### config.mk
export PLATFORM = sky130hd
export DESIGN_NAME = mux_n1_rr
export DESIGN_NICKNAME = d
export VERILOG_FILES = /design/src/rtl/mux_n1_rr.sv
export SDC_FILE = /design/constraint.sdc
export NUM_CORES = 1
export LEC_CHECK = 0
export ABC_AREA = 1
export BUFFER_PORTS_ARGS = -buffer_cell sky130_fd_sc_hd__buf_2
export CAP_MARGIN = 15
export CORE_ASPECT_RATIO = 1.25
export CORE_MARGIN = 2
export CORE_UTILIZATION = 40
export DETAILED_ROUTE_END_ITERATION = 6
export PLACE_DENSITY = 0.72
export SETUP_SLACK_MARGIN = 0.5
export SLEW_MARGIN = 20
export SYNTH_ARGS = -nofsm -noshare
export SYNTH_HDL_FRONTEND = slang
export SYNTH_SLANG_ARGS = --single-unit
### constraint.sdc
create_clock -name clk -period 3.23 [get_ports clk]
set_input_delay 0.646 -clock clk [delete_from_list [all_inputs] [get_ports clk]]
set_output_delay 0.646 -clock clk [all_outputs]
set_load 0.02 [all_outputs]
### src/rtl/mux_n1_rr.sv
`default_nettype none
// ============================================================================
// Module      : mux_n1_rr
// Description : Parametrised N:1 valid multiplexer with registered output and
//               a downstream ready handshake. MODE 0 sweeps every channel in
//               turn; MODE 1 is a round-robin arbiter that skips idle channels.
// Revision    : 1.0  initial release
// ============================================================================
module mux_n1_rr #(
    parameter int CHANNELS = 4,
    parameter int WIDTH    = 4,
    parameter int MODE     = 1,
    parameter int SEL_W    = ($clog2(CHANNELS) > 1) ? $clog2(CHANNELS) : 1
) (
    input  logic                      clk,
    input  logic                      reset,
    input  logic [CHANNELS*WIDTH-1:0] data_in,
    input  logic [CHANNELS-1:0]       valid_in,
    input  logic                      ready_out,
    output logic [CHANNELS-1:0]       grant,
    output logic [WIDTH-1:0]          data_out,
    output logic                      valid_out,
    output logic [SEL_W-1:0]          sel_out
);

    // Highest legal channel index; the pointer wraps on an explicit compare
    // so non-power-of-2 channel counts never visit an unused index.
    localparam logic [SEL_W-1:0] C_LAST_IDX = SEL_W'(CHANNELS - 1);

    logic [SEL_W-1:0] r_ptr;

    logic             w_load;
    logic             w_hi_found;
    logic             w_lo_found;
    logic [SEL_W-1:0] w_hi_pick;
    logic [SEL_W-1:0] w_lo_pick;
    logic             w_take;
    logic [SEL_W-1:0] w_cand;
    logic [SEL_W-1:0] w_cand_next;
    logic [WIDTH-1:0] w_cand_data;

    // The output register may accept a new word when empty or being drained.
    assign w_load = !valid_out || ready_out;

    // Round-robin search split in two halves: lowest valid channel at or
    // above the pointer, else lowest valid channel below it (the wrap).
    always_comb begin
        w_hi_found = 1'b0;
        w_lo_found = 1'b0;
        w_hi_pick  = '0;
        w_lo_pick  = '0;
        for (int k = CHANNELS - 1; k >= 0; k--) begin
            if (valid_in[k]) begin
                if (SEL_W'(k) >= r_ptr) begin
                    w_hi_found = 1'b1;
                    w_hi_pick  = SEL_W'(k);
                end else begin
                    w_lo_found = 1'b1;
                    w_lo_pick  = SEL_W'(k);
                end
            end
        end
    end

    // Candidate channel and whether it carries a word, per selection mode.
    always_comb begin
        w_cand = r_ptr;
        w_take = 1'b0;
        if (MODE == 1) begin
            w_cand = w_hi_found ? w_hi_pick : w_lo_pick;
            w_take = w_hi_found || w_lo_found;
        end else begin
            w_cand = r_ptr;
            w_take = valid_in[r_ptr];
        end
    end

    // Index following the candidate, wrapping at the last channel.
    assign w_cand_next = (w_cand == C_LAST_IDX) ? '0 : w_cand + 1'b1;

    // Data path mux for the candidate channel; kept out of the grant logic.
    always_comb begin
        w_cand_data = '0;
        for (int k = 0; k < CHANNELS; k++) begin
            if (SEL_W'(k) == w_cand) begin
                w_cand_data = data_in[k*WIDTH +: WIDTH];
            end
        end
    end

    // One-hot grant for the channel consumed at the coming edge.
    always_comb begin
        grant = '0;
        for (int k = 0; k < CHANNELS; k++) begin
            grant[k] = !reset && w_load && w_take && (SEL_W'(k) == w_cand);
        end
    end

    // Output register and search pointer; everything holds during a stall.
    always_ff @(posedge clk or posedge reset) begin
        if (reset) begin
            data_out  <= '0;
            valid_out <= 1'b0;
            sel_out   <= '0;
            r_ptr     <= '0;
        end else if (w_load) begin
            valid_out <= w_take;
            if (w_take) begin
                data_out <= w_cand_data;
            end
            if (w_take || (MODE == 0)) begin
                sel_out <= w_cand;
                r_ptr   <= w_cand_next;
            end
        end
    end

endmodule
`default_nettype wire

# [Word level (Yosys, flattened, before mapping)]
# Index checks and enable logic that the tools add are counted.
[totals] regBits=9 in_bits=23 out_inout_bits=11 wordCells=63
[classes] addsub=1 order_cmp=4 n_eq_ne=4 n_mux=38 n_reduce_logical=12
[op_table] op="$mux 2" count=18
[op_table] op="$mux 1" count=16
[op_table] op="$mux 4" count=4
[op_table] op="$logic_and 1x1->1" count=6
[op_table] op="$eq 2x2->1 const A" count=2
[op_table] op="$ge 1x2->1 const A" count=2
[op_table] op="$ge 2x2->1 const A" count=2
[op_table] op="$add 2x1->2 const B" count=1
[op_table] op="$eq 1x2->1 const A" count=1
[op_table] op="$eq 2x2->1 const B" count=1
[op_table] op="$logic_not 1->1" count=2
[op_table] op="$logic_not 2->1" count=1
[op_table] op="$logic_or 1x1->1" count=2
[op_table] op="$reduce_and 2->1" count=1

# [Depth between registers and ports, before layout]
[logic_depth] depth_word=15 ltp_mapped=14 depth_no_buf=14

# [Worst setup path before layout]
# No wires, ideal clock.
[synth_timing] kind="input to output" startpoint="input valid_in[2]" endpoint="output grant[2]" arrival_time_ns=1.959 t_required_ns=2.584 setup_slack_ns=0.625 stages=7 path_buffers=0 cell_sequence="inv_1 > nor2_1 > nand2_1 > a21oi_1 > ha_1 > inv_1 > nor3_1"
[synth_via] elab_chain_len=8 word_cells_on_any_way=25 cone_classes="eq/ne (1); mux (21); reduce/logical (3)"
[synth_lines] element="from (decl)" line="18" source="input logic [CHANNELS-1:0] valid_in,"
[synth_lines] element="$mux 2 / $mux 1 (equally long branches)" line="53" source="if (valid_in[k]) begin"
[synth_lines] element="$mux 2 / $mux 1 (equally long branches)" line="54" source="if (SEL_W'(k) >= r_ptr) begin"
[synth_lines] element="$mux 2 / $mux 1 (equally long branches)" line="53"
[synth_lines] element="$mux 2 / $mux 1 (equally long branches)" line="54"
[synth_lines] element="$mux 2 / $mux 1 (equally long branches)" line="53"
[synth_lines] element="$mux 2 *" line="70" source="w_cand = w_hi_found ? w_hi_pick : w_lo_pick;"
[synth_lines] element="named net w_cand[1]" line="38" source="logic [SEL_W-1:0] w_cand;"
[synth_lines] element="$eq 2x2->1 *" line="95" source="grant[k] = !reset && w_load && w_take && (SEL_W'(k) == w_cand);"
[synth_lines] element="$logic_and 1x1->1 *" line="95"
[synth_lines] element="to (decl)" line="20" source="output logic [CHANNELS-1:0] grant,"
# Mark *: on every way through the listed nets, which the timed path passes. The rest lies on a longest branch.

# [Worst setup path after layout]
[layout_timing] startpoint="register r_ptr[1]" endpoint="output grant[3]"
[layout_via] elab_chain_len=12 word_cells_on_any_way=41 cone_classes="order compare (4); eq/ne (1); mux (33); reduce/logical (3)"
[layout_lines] element="from (decl)" line="30" source="logic [SEL_W-1:0] r_ptr;"
[layout_lines] element="from (signal assigned)" line="113" source="r_ptr <= w_cand_next;"
[layout_lines] element="$ge 2x2->1" line="54"
[layout_lines] element="$mux 2 / $mux 1 (equally long branches)" line="54"
[layout_lines] element="$mux 2 / $mux 1 (equally long branches)" line="53"
[layout_lines] element="$mux 2 / $mux 1 (equally long branches)" line="54"
[layout_lines] element="$mux 2 / $mux 1 (equally long branches)" line="53"
[layout_lines] element="$mux 2 / $mux 1 (equally long branches)" line="54"
[layout_lines] element="$mux 2 / $mux 1 (equally long branches)" line="53"
[layout_lines] element="$mux 2 / $mux 1 (equally long branches)" line="54"
[layout_lines] element="$mux 2 / $mux 1 (equally long branches)" line="53"
[layout_lines] element="$mux 2 *" line="70"
[layout_lines] element="named net w_cand[0]" line="38"
[layout_lines] element="$eq 2x2->1 *" line="95"
[layout_lines] element="$logic_and 1x1->1 *" line="95"
# Marked as above.

==> summary.txt <==
Min path
  • Min-Delay Path Class: input port to async pin

Yosys
  • Mean Syn Cell Area: 6.54 sq um
  • Top cell type's share of synthesized area: 32.5%
  • Commonest cells in the netlist: nand2_1 (48), inv_1 (14), dfrtp_1 (9)
  • Cell with the most instances after synthesis: nand2_1
  • #FFs+latches synth: 9
  • Post-synthesis sequential area ratio: 32.5%
  • Top FF cell, synth: dfrtp_1
  • Post-synthesis async set-or-reset flop share: 100%
  • Synth Instances: 106
  • Synth warnings: 0
  • Synth cell types: 14
  • Synth top area cells: dfrtp_1 (32%), nand2_1 (26%), inv_1 (7.6%)
  • Mapped Area: 693 sq um
  • Post-Syn Nets: 133
  • Cell accounting for the most synthesized area: dfrtp_1
  • Number of synthesized flops with an enable pin: 0

Floorplan
  • Die footprint: 2080 sq um
  • I/O pin cnt: 34
  • Die height: 50.5 um
  • Placeable Area: 1600 sq um
  • Die W: 41.2 um
  • Starting Density: 43.3%
  • Rows: 16

Timing
  • RSZ-0062 raised after global routing: false
  • Final setup viols: 0
  • Max_slew headroom: 77.8%
  • Fin. Hold Viols: 0
  • Final setup TNS: 0 ps
  • Minimum clock period: 2630 ps
  • Setup Skew: 9.60 ps
  • Final period utilization: 81.5%
  • Max Clk Rate: 380 MHz
  • Slew Limit Fails: 0
  • Worst-Margin Slew: 333 ps

Layout
  • Final std cells w/o fill: 162
  • Nets@finish: 172
  • Ant. Diodes: 0
  • Area Overhead vs Synth: 42.4%
  • Layout cells sized above 1: 37.5%
  • Final core utilization: 61.6%
  • Post-route cell area: 987 sq um
  • Fill cells: 149

Critical path
  • Critical path peak fanout: 5
  • WP data required: 2580 ps
  • R2r startpoint: r_ptr[1]$_DFFE_PP0P_
  • Crit end category: primary output
  • FF-to-FF setup slack: 1240 ps
  • CP max stage cell: dfrtp_1
  • Sequence of cells on the critical path: nor2_1 -> nand2_1 -> nand2_2 -> nor2_4 -> a21oi_4 -> ha_4 -> inv_1 -> nor3_1 -> buf_2
  • R2R cell count: 14
  • Reg2reg end: data_out[2]$_DFFE_PP0P_
  • Worst EP arrival: 1990 ps
  • WS Path Type: register to primary output
  • Delay of the slowest cell on the worst path: 430 ps
  • CP Launch Type: register

Clock tree
  • Root Driver: clkbuf_4
  • CTS buffer count: 3
  • CTS max path bufs: 2
  • H-Tree Depth: 1
  • Clk Latency, worst-skew pair: 270 ps
  • CTS tree: done
  • Clock Sinks: 9
  • Clock slew at reported path FFs: 70 ps

Outcome
  • Status: finished, final reports clean

Pwr
  • VDD IR max: 0.362 mV
  • Pwr dens: 818 nW/um^2
  • Leak: 0.566 nW

Routing
  • Vias/cell: 4.69
  • DRT antenna net count: 0
  • Drt pass-1 iters: 4
  • DR WL/cell: 10.6 um
  • # DRC: 0
  • Vias: 759
  • 1st-iter DRT viols: 8
  • Post-Route WL: 1720 um

Placement
  • Area after DPL: 870 sq um
  • GP Congestion: 0.787
  • Placed wire-length estimate: 1320 um
  • Dpl cells: 156
  • PortBufs: 33

Flow run
  • Max_cap viols: 0

Global route
  • First-pass GRT wire length: 2730 um
  • Vias in the first global route: 710
  • Overflow after GRT: 0
  • Total Routing Usage GR: 18.7%
  • Largest net degree at the start of global routing: 14
  • Initial antenna violation count: 0
[final cells by class]
cell class | count | area [sq um] | share of cell area, %
Clock inverter | 1 | 5.00 | 0.507
Inverter | 14 | 52.6 | 5.32
Clock buffer | 3 | 22.5 | 2.28
Multi-Input combinational cell | 82 | 477 | 48.3
Timing Repair Buffer | 35 | 183 | 18.5
Sequential cell | 9 | 225 | 22.8
Tap cell | 18 | 22.5 | 2.28
[registers in the layout (all words and copies together), names as in the netlist]
register,flops
r_ptr,2
sel_out,2
data_out,4
valid_out,1
[per-layer routing]
layer | vias up | track usage [%] | share of wire, %
li1 | 406 | - | -
met1 | 330 | 24.7 | 43
met2 | 20 | 28.4 | 51
met3 | 3 | 3.54 | 4.0
met4 | 0 | 8.60 | 1.8
met5 | - | 0 | 0
[worst max path at each step]
stage,from,endpoint,slack (ps),cells after the start
floorplan,valid_in[2],grant[2],620,7
global placement,valid_in[1],grant[3],560,9
detailed placement,valid_in[2],grant[3],500,9
CTS,r_ptr[1]$_DFFE_PP0P_,grant[2],470,9
global route,r_ptr[1]$_DFFE_PP0P_,grant[1],490,10
finish,r_ptr[1]$_DFFE_PP0P_,grant[3],600,9
[power by group]
| group | switching [mW] | internal [mW] | leakage (nW) |
|---|---|---|---|
| Combinational | 0.325 | 0.201 | 0.439 |
| Sequential | 0.0308 | 0.163 | 0.109 |
| Clock | 0.0425 | 0.0457 | 0.0177 |
[cells by family after synthesis]
logic type      Yosys count  share of synthesized area (%)
compound gates           11                           9.93
fa+ha+maj                 4                           7.22
buf+inv                  15                           9.21
flops                     9                           32.5
simple gates             67                           41.2
[through the flow]
stage | setup WS (ps) | power (mW) | hold slack (ps)
floorplan | 625 | 0.526 | 471
global placement | 564 | 0.631 | 462
detailed placement | 497 | 0.638 | 461
CTS | 475 | 0.735 | 369
global route | 488 | 0.890 | 414
finish | 598 | 0.807 | 373
[cell usage in the layout (no fill, tap or decap), drive strengths merged]
cell and n:
nand2 52, buf 35, inv 14, dfrtp 9, a21oi 7, nor2 6, nand3 5, o211ai 4
nor3 4, ha 4, clkbuf 3, clkinv 1
[worst max-delay path: cells and delay by family, from the launching register on]
kind	cells	cell delay (ps)
AOI/OAI and AO/OA	1	220
adders and majority gates	1	200
buffers and inverters	2	270
DFF	1	430
and+or+nand+nor	5	600
[what timing repair did]
action | CTS | global route
hold buffers | 0 | 0
hold endpoints to repair | 0 | 0
cloned | 0 | 0
buffers inserted | 0 | 2
endpoints found under the setup margin | 3 | 4
pin swaps | 0 | 2
resized for setup | 1 | 14
No activity file was read; power rests on OpenSTA's default activity.
